**config.mk**
```make
export PLATFORM = sky130hd
export DESIGN_NAME = ahb_bus_arbiter
export DESIGN_NICKNAME = d
export VERILOG_FILES = /design/src/rtl/ahb_bus_arbiter.sv
export SDC_FILE = /design/constraint.sdc
export NUM_CORES = 1
export LEC_CHECK = 0
export ABC_AREA = 1
export BUFFER_PORTS_ARGS = -buffer_cell sky130_fd_sc_hd__buf_2
export CAP_MARGIN = 20
export CORE_UTILIZATION = 45
export CTS_CLUSTER_SIZE = 25
export DETAILED_ROUTE_END_ITERATION = 6
export PLACE_DENSITY = 0.7
export SLEW_MARGIN = 10
export SYNTH_ARGS = -nofsm -noshare
export SYNTH_HDL_FRONTEND = slang
export SYNTH_SLANG_ARGS = --single-unit
```
**constraint.sdc**
```tcl
create_clock -name i_hclk -period 2.35 [get_ports i_hclk]
set_input_delay 0.235 -clock i_hclk [delete_from_list [all_inputs] [get_ports i_hclk]]
set_output_delay 0.235 -clock i_hclk [all_outputs]
set_load 0.02 [all_outputs]
```
**src/rtl/ahb_bus_arbiter.sv**
```systemverilog
// Round-robin AHB bus arbiter with default-master parking; never splits a
// fixed-length burst or a locked sequence, and tracks address/data-phase owners.
//
// state  | meaning
// PARK   | no requests, default master granted
// GRANT  | a requester is granted, arbitration open
// BURST  | fixed-length burst in progress, grant held
// LOCKED | locked sequence in progress, grant held
module ahb_bus_arbiter #(
    parameter int MASTER_COUNT   = 3,
    parameter int DEFAULT_MASTER = 0,
    parameter int MIDX_WIDTH     = $clog2(MASTER_COUNT)
) (
    input  logic                    i_hclk,
    input  logic                    i_hreset,
    input  logic [MASTER_COUNT-1:0] i_hbusreq,
    input  logic [MASTER_COUNT-1:0] i_hlock,
    input  logic [1:0]              i_htrans,
    input  logic [2:0]              i_hburst,
    input  logic                    i_hready,
    output logic [MASTER_COUNT-1:0] o_hgrant,
    output logic [MIDX_WIDTH-1:0]   o_hmaster,
    output logic [MIDX_WIDTH-1:0]   o_hmaster_data,
    output logic                    o_hmastlock
);

    localparam logic [1:0] HTRANS_IDLE   = 2'b00;
    localparam logic [1:0] HTRANS_NONSEQ = 2'b10;
    localparam logic [1:0] HTRANS_SEQ    = 2'b11;

    localparam logic [MASTER_COUNT-1:0] GRANT_RESET =
        {{(MASTER_COUNT-1){1'b0}}, 1'b1} << DEFAULT_MASTER;
    localparam logic [MIDX_WIDTH-1:0] MIDX_DEFAULT = MIDX_WIDTH'(DEFAULT_MASTER);
    localparam logic [MIDX_WIDTH-1:0] PTR_RESET =
        MIDX_WIDTH'((DEFAULT_MASTER + 1) % MASTER_COUNT);

    typedef enum logic [1:0] {ST_PARK, ST_GRANT, ST_BURST, ST_LOCKED} state_t;

    state_t                  r_state;
    state_t                  w_state_nxt;
    logic [MASTER_COUNT-1:0] r_hgrant;
    logic [MASTER_COUNT-1:0] w_hgrant_nxt;
    logic [MIDX_WIDTH-1:0]   r_hmaster;
    logic [MIDX_WIDTH-1:0]   r_hmaster_data;
    logic                    r_hmastlock;
    logic [3:0]              r_beat_cnt;
    logic [3:0]              w_beat_nxt;
    logic [MIDX_WIDTH-1:0]   r_rr_ptr;
    logic [MIDX_WIDTH-1:0]   w_rr_ptr_nxt;
    logic [MIDX_WIDTH-1:0]   w_grant_idx;
    logic [MIDX_WIDTH-1:0]   w_winner;
    logic [MIDX_WIDTH-1:0]   w_scan_idx;
    logic                    w_found;
    logic                    w_lock_hold;
    logic                    w_hold;
    int                      w_scan;

    always_comb begin
        w_grant_idx = '0;
        for (int i = 0; i < MASTER_COUNT; i++) begin
            if (r_hgrant[i]) w_grant_idx = MIDX_WIDTH'(i);
        end
    end

    // Counter holds the beats still to come after the one being accepted.
    always_comb begin
        w_beat_nxt = r_beat_cnt;
        case (i_htrans)
            HTRANS_NONSEQ: begin
                case (i_hburst)
                    3'b010, 3'b011: w_beat_nxt = 4'd3;
                    3'b100, 3'b101: w_beat_nxt = 4'd7;
                    3'b110, 3'b111: w_beat_nxt = 4'd15;
                    default:        w_beat_nxt = 4'd0;
                endcase
            end
            HTRANS_SEQ: begin
                if (r_beat_cnt != 4'd0) w_beat_nxt = r_beat_cnt - 4'd1;
            end
            HTRANS_IDLE: w_beat_nxt = 4'd0;
            default:     w_beat_nxt = r_beat_cnt;
        endcase
    end

    assign w_lock_hold = r_hmastlock | i_hlock[r_hmaster];
    assign w_hold      = w_lock_hold | (w_beat_nxt != 4'd0);

    always_comb begin
        w_found    = 1'b0;
        w_winner   = MIDX_DEFAULT;
        w_scan     = 0;
        w_scan_idx = '0;
        for (int i = 0; i < MASTER_COUNT; i++) begin
            w_scan = int'(r_rr_ptr) + i;
            if (w_scan >= MASTER_COUNT) w_scan = w_scan - MASTER_COUNT;
            w_scan_idx = MIDX_WIDTH'(w_scan);
            if (!w_found && i_hbusreq[w_scan_idx]) begin
                w_found  = 1'b1;
                w_winner = w_scan_idx;
            end
        end
    end

    always_comb begin
        w_hgrant_nxt = r_hgrant;
        w_rr_ptr_nxt = r_rr_ptr;
        w_state_nxt  = r_state;
        if (i_hready) begin
            if (!w_hold) begin
                w_hgrant_nxt = '0;
                if (w_found) begin
                    w_hgrant_nxt[w_winner] = 1'b1;
                    if (int'(w_winner) == MASTER_COUNT - 1) w_rr_ptr_nxt = '0;
                    else                                    w_rr_ptr_nxt = w_winner + MIDX_WIDTH'(1);
                end else begin
                    w_hgrant_nxt[DEFAULT_MASTER] = 1'b1;
                end
            end
            if (w_lock_hold)                w_state_nxt = ST_LOCKED;
            else if (w_beat_nxt != 4'd0)    w_state_nxt = ST_BURST;
            else if (|i_hbusreq)            w_state_nxt = ST_GRANT;
            else                            w_state_nxt = ST_PARK;
        end
    end

    always_ff @(posedge i_hclk) begin
        if (!i_hreset) begin
            r_state        <= ST_PARK;
            r_hgrant       <= GRANT_RESET;
            r_hmaster      <= MIDX_DEFAULT;
            r_hmaster_data <= MIDX_DEFAULT;
            r_hmastlock    <= 1'b0;
            r_beat_cnt     <= 4'd0;
            r_rr_ptr       <= PTR_RESET;
        end else begin
            r_state <= w_state_nxt;
            if (i_hready) begin
                r_hgrant       <= w_hgrant_nxt;
                r_rr_ptr       <= w_rr_ptr_nxt;
                r_beat_cnt     <= w_beat_nxt;
                r_hmaster_data <= r_hmaster;
                r_hmaster      <= w_grant_idx;
                r_hmastlock    <= i_hlock[w_grant_idx];
            end
        end
    end

    assign o_hgrant       = r_hgrant;
    assign o_hmaster      = r_hmaster;
    assign o_hmaster_data = r_hmaster_data;
    assign o_hmastlock    = r_hmastlock;

endmodule

```
======== Word level (Yosys, flattened, before mapping) ========
Index checks and enable logic that the tools add are counted.
storage, ports and cells
  register bits ........................... 14
  input port bits ......................... 14
  output and inout bits ................... 8
  logic and storage cells ................. 77
operators by class
  $add $sub $neg .......................... 7
  $lt $le $gt $ge ......................... 10
  equal/unequal tests ..................... 9
  muxes and demuxes ....................... 29
  bitwise logic cells ..................... 3
  reduce and logical (&&, ||, !) cells .... 13
operator list
  operator                                                                       number
  4-bit one-hot mux with 3 select lines                                          2
  2-bit by 3-bit less-than comparator with 1-bit output (second input constant)  6
  2-bit 2-to-1 mux                                                               9
  3-bit equality test (second input constant)                                    4
  1-bit 2-to-1 mux                                                               11
  1-bit binary-select mux with 2-bit select                                      5
  4-bit nonzero test                                                             2
  2-bit equality test (second input constant)                                    3
  3-bit by 2-bit equality test with 1-bit output (second input constant)         2
  3-bit by 2-bit >= comparator with 1-bit output (second input constant)         2
  2-bit OR reduction                                                             3
  2-bit subtractor (second input constant)                                       3
  4-bit 2-to-1 mux                                                               1
  4-bit by 1-bit subtractor with 4-bit output (second input constant)            1
  2-bit by 1-bit adder with 3-bit output (second input constant)                 1
  2-bit by 2-bit adder with 3-bit output (second input constant)                 1
  1-bit logical AND                                                              3
  3-bit AND reduction                                                            1
  2-bit by 1-bit adder with 2-bit output (second input constant)                 1
  1-bit demux with 2-bit select                                                  1
  2-bit by 1-bit >= comparator with 1-bit output (second input constant)         1
  2-bit >= comparator (second input constant)                                    1
  1-bit logical NOT                                                              2
  2-bit logical NOT                                                              1
  other kinds (3)                                                                4

======== Logic depth before layout (Yosys ltp) ========
Gate-level depths: netlist (run 1).
  depth after elaboration ................. 16
  mapped depth ............................ 14
  gate-level depth less buffers ........... 14

======== Worst setup path after synthesis (run 1) ========
No wires, ideal clock.
  path kind ............................... flip-flop to flip-flop
  from .................................... register r_rr_ptr[0]
  to ...................................... register r_rr_ptr[0]
  library setup time ...................... 62 ps
  arrival ................................. 1451 ps
  data required time ...................... 2288 ps
  setup slack ............................. 837 ps
  stages on the path, launching flop included .. 12
  path buffers ............................ 0
  cells stage by stage .................... dfxtp_1 > inv_1 > ha_1 > nor2_1 > nand2_1 > nand2_1 > inv_1 > nand4_1 > nand2_1 > nor2_1 > nand3_1 > nand3_1
between the ends
  longest elaborated chain between the ends .. 13
RTL lines
  what                                                                                             RTL line  source
  from (decl)                                                                                      48        logic [MIDX_WIDTH-1:0] r_rr_ptr;
  from (signal assigned)                                                                           139       r_rr_ptr <= w_rr_ptr_nxt;
  parallel branches: the longest is 13 deep, another holds 2-bit by 1-bit adder with 3-bit output  --
Parallel ways; which one is timed is not known. The select of a mux whose other input is x is not followed.
A chain may end at the register's enable or synchronous reset.

======== Worst setup path after layout (run 1) ========
Ends and elaborated chain as after synthesis.

==> results of run 1 <==
-- area by class of cell --
cell class / instances / area [um2] / area share (%)
Multi-Input combinational cell: 120 / 608 / 52.0
Sequential cell: 14 / 280 / 24.0
Inverter: 33 / 124 / 10.6
Timing Repair Buffer: 20 / 100 / 8.57
Tap cell: 27 / 33.8 / 2.89
Clock buffer: 3 / 22.5 / 1.93
-- cell usage in the layout (no fill, tap or decap), drive strengths merged --
| cell | netlist | routed |
|---|---|---|
| nand4 | 2 | 2 |
| nand3 | 23 | 23 |
| dfxtp | 14 | 14 |
| nor3 | 3 | 3 |
| clkinv | 2 | 2 |
| o21a | 1 | 1 |
| buf | 2 | 20 |
| nand2 | 45 | 45 |
| a31oi | 1 | 1 |
| o21ai | 8 | 8 |
| nor2 | 18 | 18 |
| a21oi | 13 | 13 |
| clkbuf | 1 | 3 |
| inv | 31 | 31 |
| ha | 4 | 4 |
| o211ai | 2 | 2 |
-- logic make-up (layout without fill, tap and decap cells) --
group	Yosys count	in the layout	share of synthesized area [%]
and+or+nand+nor	91	91	41.1
buffers and inverters	36	56	13.8
AOI/OAI and AO/OA	25	25	13.0
DFF	14	14	27.2
adders and majority gates	4	4	4.85
-- worst min-delay path by stage --
stage	to	cells after the start
finish	o_hgrant[0]$_SDFFE_PN1P_	2
global route	r_rr_ptr[0]$_SDFFE_PN1P_	2
CTS	o_hgrant[0]$_SDFFE_PN1P_	2
detailed placement	o_hgrant[0]$_SDFFE_PN1P_	2
global placement	o_hgrant[0]$_SDFFE_PN1P_	2
floorplan	o_hgrant[0]$_SDFFE_PN1P_	1
-- stage by stage --
step,power [uW],cell area [um2]
final,566,1170
after global routing,608,1170
after CTS,570,1170
after floorplan,397,1030
after detailed placement,440,1150
after global placement,435,1150
-- routing by layer --
metal | track usage [%] | up-vias | routed length, um
li1 | - | 581 | -
met1 | 25.5 | 472 | 1040
met2 | 32.9 | 27 | 949
met3 | 2.16 | 4 | 80
met4 | 6.19 | 0 | 21
met5 | 0 | - | 0
-- registers in the layout (all words and copies together), names as in the netlist --
signal          cells
o_hmaster           2
o_hmastlock         1
r_rr_ptr            2
o_hmaster_data      2
o_hgrant            3
r_beat_cnt          4
-- critical path: cells and delay by family (launching register included) --
family	cells	cell delay, ns
AND/OR/NAND/NOR	8	0.81
adder cells (fa/ha/maj)	1	0.38
buffers and inverters	2	0.13
flip-flops	1	0.38
-- where the power goes --
group / total (uW) / internal [uW] / switching, uW
Combinational: 174 / 62.9 / 111
Sequential: 260 / 250 / 10.3
Clock: 132 / 59.4 / 72.2
==> run_results.csv, run 1 <==
group,metric,value,unit
outcome,outcome,"completed",
synth,ys_top_cells_by_count,"nand2_1, inv_1, nand3_1",
placement,dp.final_hpwl,1.70,mm
timing,fin_ws,0.604,ns
routing,drt_pre_antenna_iters,4,
placement,port_buffers,20,
clock_tree,cts.path.max_buffers,2,
critical_path,crit_path_end,"r_rr_ptr[0]$_SDFFE_PN1P_",
synth,synth_cell_types,21,
clock_tree,clk_pin_slew,0.08,ns
synth,synth_most_common_cell,"nand2_1",
routing,wirelength,2.09,mm
placement,place_congestion,0.901,
synth,yosys_warnings,0,
flow_run,drv_cap,0,
synth,syn_avg_cell_area,6.06,um2
timing,hold_ws,0.204,ns
routing,vias,1084,
floorplanning,fp.dieArea,2490,um2
critical_path,endpoint_kind,"flop",
critical_path,reg2reg_depth,11,
finish,drive_gt1_share,18.4,%
timing,finalCriticalPeriod,1.75,ns
routing,avgViaCountPerCell,5.00,
global_routing,grt_pass1_wl,3.87,mm
synth,synthCells,170,
timing,worst_clock_skew,0.00156,ns
global_routing,grt_overflow_total,0,
timing,rsz0062_at_grt,"false",
critical_path,startpoint,"r_rr_ptr[0]$_SDFFE_PN1P_",
critical_path,cp_common_cell,"nand2_1",
critical_path,slowest_delay,0.38,ns
global_routing,grt_pass1_vias,1002,
clock_tree,clock-sinks,14,
worst_hold_path,min-delay-path-class,"primary input to flop",
synth,async_reset_ff_share,0,%
clock_tree,cts_tree,"built",
critical_path,cp-start-kind,"flop",
floorplanning,num_rows,16,
routing,ant_nets,0,
global_routing,grt_max_degree,12,
synth,synth-edff-count,0,
timing,worst_slew_pin_slew,0.285,ns
timing,totalNegativeSetupSlack,0,ns
timing,slew_viol_final,0,
synth,synth_seq_area_share,27.2,%
floorplanning,ios,22,
critical_path,arrival,1.97,ns
clock_tree,h-tree-depth,1,
clock_tree,ctsResizeCount,0,
timing,finalHoldViolCount,0,
finish,final_cells,217,
timing,max_freq,573,MHz
synth,yosys.area.top_type,"dfxtp_1",
global_routing,grt_use_total,19.4,%
critical_path,regToRegSetupSlack,0.60,ns
critical_path,reg2reg_from,"r_rr_ptr[0]$_SDFFE_PN1P_",
global_routing,antenna_found_initial,0,
synth,yosys-top-cells-area,"dfxtp_1, nand2_1, inv_1",
critical_path,critPathKind,"flop to flop",
synth,synth_top_area_share,27.2,%
timing,max-slew-margin-rel,81.0,%
critical_path,crit_path_cell_trace,"inv_1 -> ha_1 -> nor2_1 -> nand2_1 -> nand2_1 -> inv_1 -> nand4_1 -> nand2_1 -> nor2_1 -> nand3_1 -> nand3_1",
critical_path,path_max_fanout,7,
clock_tree,numCtsBuffers,3,
clock_tree,cts_setup_buffers,0,
floorplanning,initial_utilization,50.0,%
floorplanning,die_y,49.9,um
finish,final_nets,210,
floorplanning,core,2060,um2
power,power_density,484,nW/um2
routing,route.detailed.drc,0,
power,ir_worst_vdd,0.334,mV
floorplanning,chipWidth,49.9,um
synth,netlist_area,1030,um2
placement,place_ws,0.625,ns
clock_tree,ctsRootBufferMaster,"clkbuf_4",
routing,drtIter0Drc,18,
timing,finalCritPeriodShare,74.3,%
finish,n_fill_cell,226,
critical_path,cp.required,2.57,ns
placement,dp_cells,214,
clock_tree,holdBufCountCts,0,
synth,syn_nets,188,
synth,synth_ff_type,"dfxtp_1",
finish,n_antenna_cell,0,
critical_path,reg2reg_to,"r_rr_ptr[0]$_SDFFE_PN1P_",
synth,ys_ff_latch,14,
timing,setup_violations,0,
critical_path,cpMaxStageDelayCell,"dfxtp_1",
finish,finish.utilization,56.7,%
clock_tree,clock_latency,0.28,ns
power,p_leak,0.000638,uW
worst_hold_path,hp-start,"i_hreset",
routing,routedWlPerCell,9.64,um
finish,syn2layout_area_growth,13.3,%
No activity file was read; power rests on OpenSTA's default activity.
==> inputs of run 2 (changes only) <==
==> constraint.sdc (replaced) <==
create_clock -name i_hclk -period 1.8 [get_ports i_hclk]
set_input_delay 0.18 -clock i_hclk [delete_from_list [all_inputs] [get_ports i_hclk]]
set_output_delay 0.18 -clock i_hclk [all_outputs]
set_load 0.02 [all_outputs]
==> run_results.csv, run 2 (synthesized netlist as in run 1, its figures left out) <==
group,metric,value,unit
finish,drive_gt1_share,22.4,%
finish,seq_area,283,um2
routing,drtIter0Drc,18,
clock_tree,clock-sinks,14,
global_routing,grt_max_degree,12,
critical_path,path_max_fanout,7,
finish,final_common_cell,"nand2_1",
timing,fin_ws,0.164,ns
worst_hold_path,hp-start,"i_hreset",
finish,n_fill_cell,202,
clock_tree,numCtsBuffers,3,
routing,wirelength,2.22,mm
critical_path,reg2reg_from,"r_rr_ptr[0]$_SDFFE_PN1P_",
critical_path,critPathKind,"flop to flop",
routing,avgViaCountPerCell,4.98,
timing,worst_clock_skew,0.00730,ns
floorplanning,chipWidth,49.9,um
routing,route.detailed.drc,0,
power,ir_worst_vdd,0.563,mV
worst_hold_path,worstHoldPathCells,2,
clock_tree,cts_tree,"built",
routing,ant_nets,0,
placement,dp.final_hpwl,1.76,mm
critical_path,reg2reg_depth,11,
routing,vias,1090,
global_routing,grt_pass1_wl,3.82,mm
clock_tree,holdBufCountCts,0,
timing,finalCritPeriodShare,90.9,%
finish,multi_input_area,636,um2
power,total_power,806,uW
timing,worst_slew_pin_slew,0.294,ns
timing,finalHoldViolCount,0,
finish,regMostFlops,"r_beat_cnt",
worst_hold_path,hold_path_end,"r_rr_ptr[0]$_SDFFE_PN1P_",
clock_tree,ctsRootBufferMaster,"clkbuf_4",
global_routing,grt_pass1_vias,968,
placement,port_buffers,20,
routing,drt_pre_antenna_iters,5,
critical_path,regToRegSetupSlack,0.16,ns
timing,finalCriticalPeriod,1.64,ns
routing,routedWlPerCell,10.1,um
finish,syn2layout_area_growth,18.3,%
finish,largest_reg_flops,4,
timing,slew_viol_final,0,
timing,rsz0062_at_grt,"true",
power,power_density,661,nW/um2
floorplanning,num_rows,16,
finish,final_nets,211,
floorplanning,initial_utilization,50.0,%
clock_tree,cts_setup_buffers,0,
global_routing,grt_use_total,19.4,%
floorplanning,ios,22,
floorplanning,die_y,49.9,um
critical_path,startpoint,"r_rr_ptr[0]$_SDFFE_PN1P_",
timing,max_freq,611,MHz
worst_hold_path,min-delay-path-class,"primary input to flop",
floorplanning,fp.dieArea,2490,um2
critical_path,reg2reg_to,"r_rr_ptr[0]$_SDFFE_PN1P_",
critical_path,cp.required,2.03,ns
timing,setup_violations,0,
global_routing,grt_overflow_total,0,
clock_tree,ctsResizeCount,0,
critical_path,cp-start-kind,"flop",
timing,max-slew-margin-rel,80.4,%
placement,place_ws,0.0267,ns
power,p_leak,0.000649,uW
critical_path,endpoint_kind,"flop",
outcome,outcome,"completed",
clock_tree,clock_latency,0.28,ns
finish,n_antenna_cell,0,
finish,mostFrequentLayoutCells,"nand2_1, inv_1, nand3_1",
timing,hold_ws,0.143,ns
clock_tree,cts.path.max_buffers,2,
clock_tree,h-tree-depth,1,
critical_path,arrival,1.86,ns
global_routing,antenna_found_initial,0,
clock_tree,clk_pin_slew,0.09,ns
flow_run,drv_cap,0,
floorplanning,core,2060,um2
placement,place_congestion,0.913,
==> run 2: critical path, cell delays in order (launching register included) <==
cell and delay (ns):
dfxtp_2 0.38, inv_1 0.08, ha_4 0.27, nor2_2 0.13, nand2_1 0.06, nand2_1 0.08
inv_1 0.07, nand4_1 0.08, nand2_1 0.09, nor2_1 0.14, nand3_1 0.11, nand3_1 0.07
==> run 2: worst max path at each step <==
| stage | to | slack, ns |
|---|---|---|
| 3_5_place_dp | r_rr_ptr[0]$_SDFFE_PN1P_ | 0.03 |
| 5_1_grt | o_hgrant[1]$_SDFFE_PN0P_ | -0.03 |
| 6_report | r_rr_ptr[0]$_SDFFE_PN1P_ | 0.16 |
| 2_1_floorplan | r_rr_ptr[0]$_SDFFE_PN1P_ | 0.29 |
| 4_1_cts | r_rr_ptr[0]$_SDFFE_PN1P_ | 0.01 |
| 3_3_place_gp | r_rr_ptr[1]$_SDFFE_PN0P_ | 0.16 |
==> run 2: per-stage QoR <==
stage	setup TNS, ns	util [%]	instances	cell area, um2
5_1_grt	-0.0503	59.2	219	1220
4_1_cts	0	57.7	219	1190
3_5_place_dp	0	55.9	215	1150
2_1_floorplan	0	-	170	1030
6_report	0	59.2	219	1220
3_3_place_gp	0	55.9	215	1150
==> run 2: per-layer routing <==
layer	routed length [um]	track usage [%]	vias up
met1	1050	24.4	477
met3	100	2.78	4
met4	25	5.71	0
met5	0	0	-
li1	-	-	582
met2	1040	33.8	27
==> run 2: power breakdown <==
group | switching [uW] | internal [uW] | total, uW
Sequential | 14.6 | 327 | 342
Combinational | 149 | 89.6 | 239
Clock | 103 | 123 | 226
Total | 266 | 540 | 806
==> run 2: cell type report <==
cell class / instances / share of cell area [%]
timing repair buffer: 21 / 8.82
sequential: 14 / 23.2
multi-input combinational: 120 / 52.1
tap: 27 / 2.77
inverter: 33 / 10.2
clock buffer: 4 / 2.97
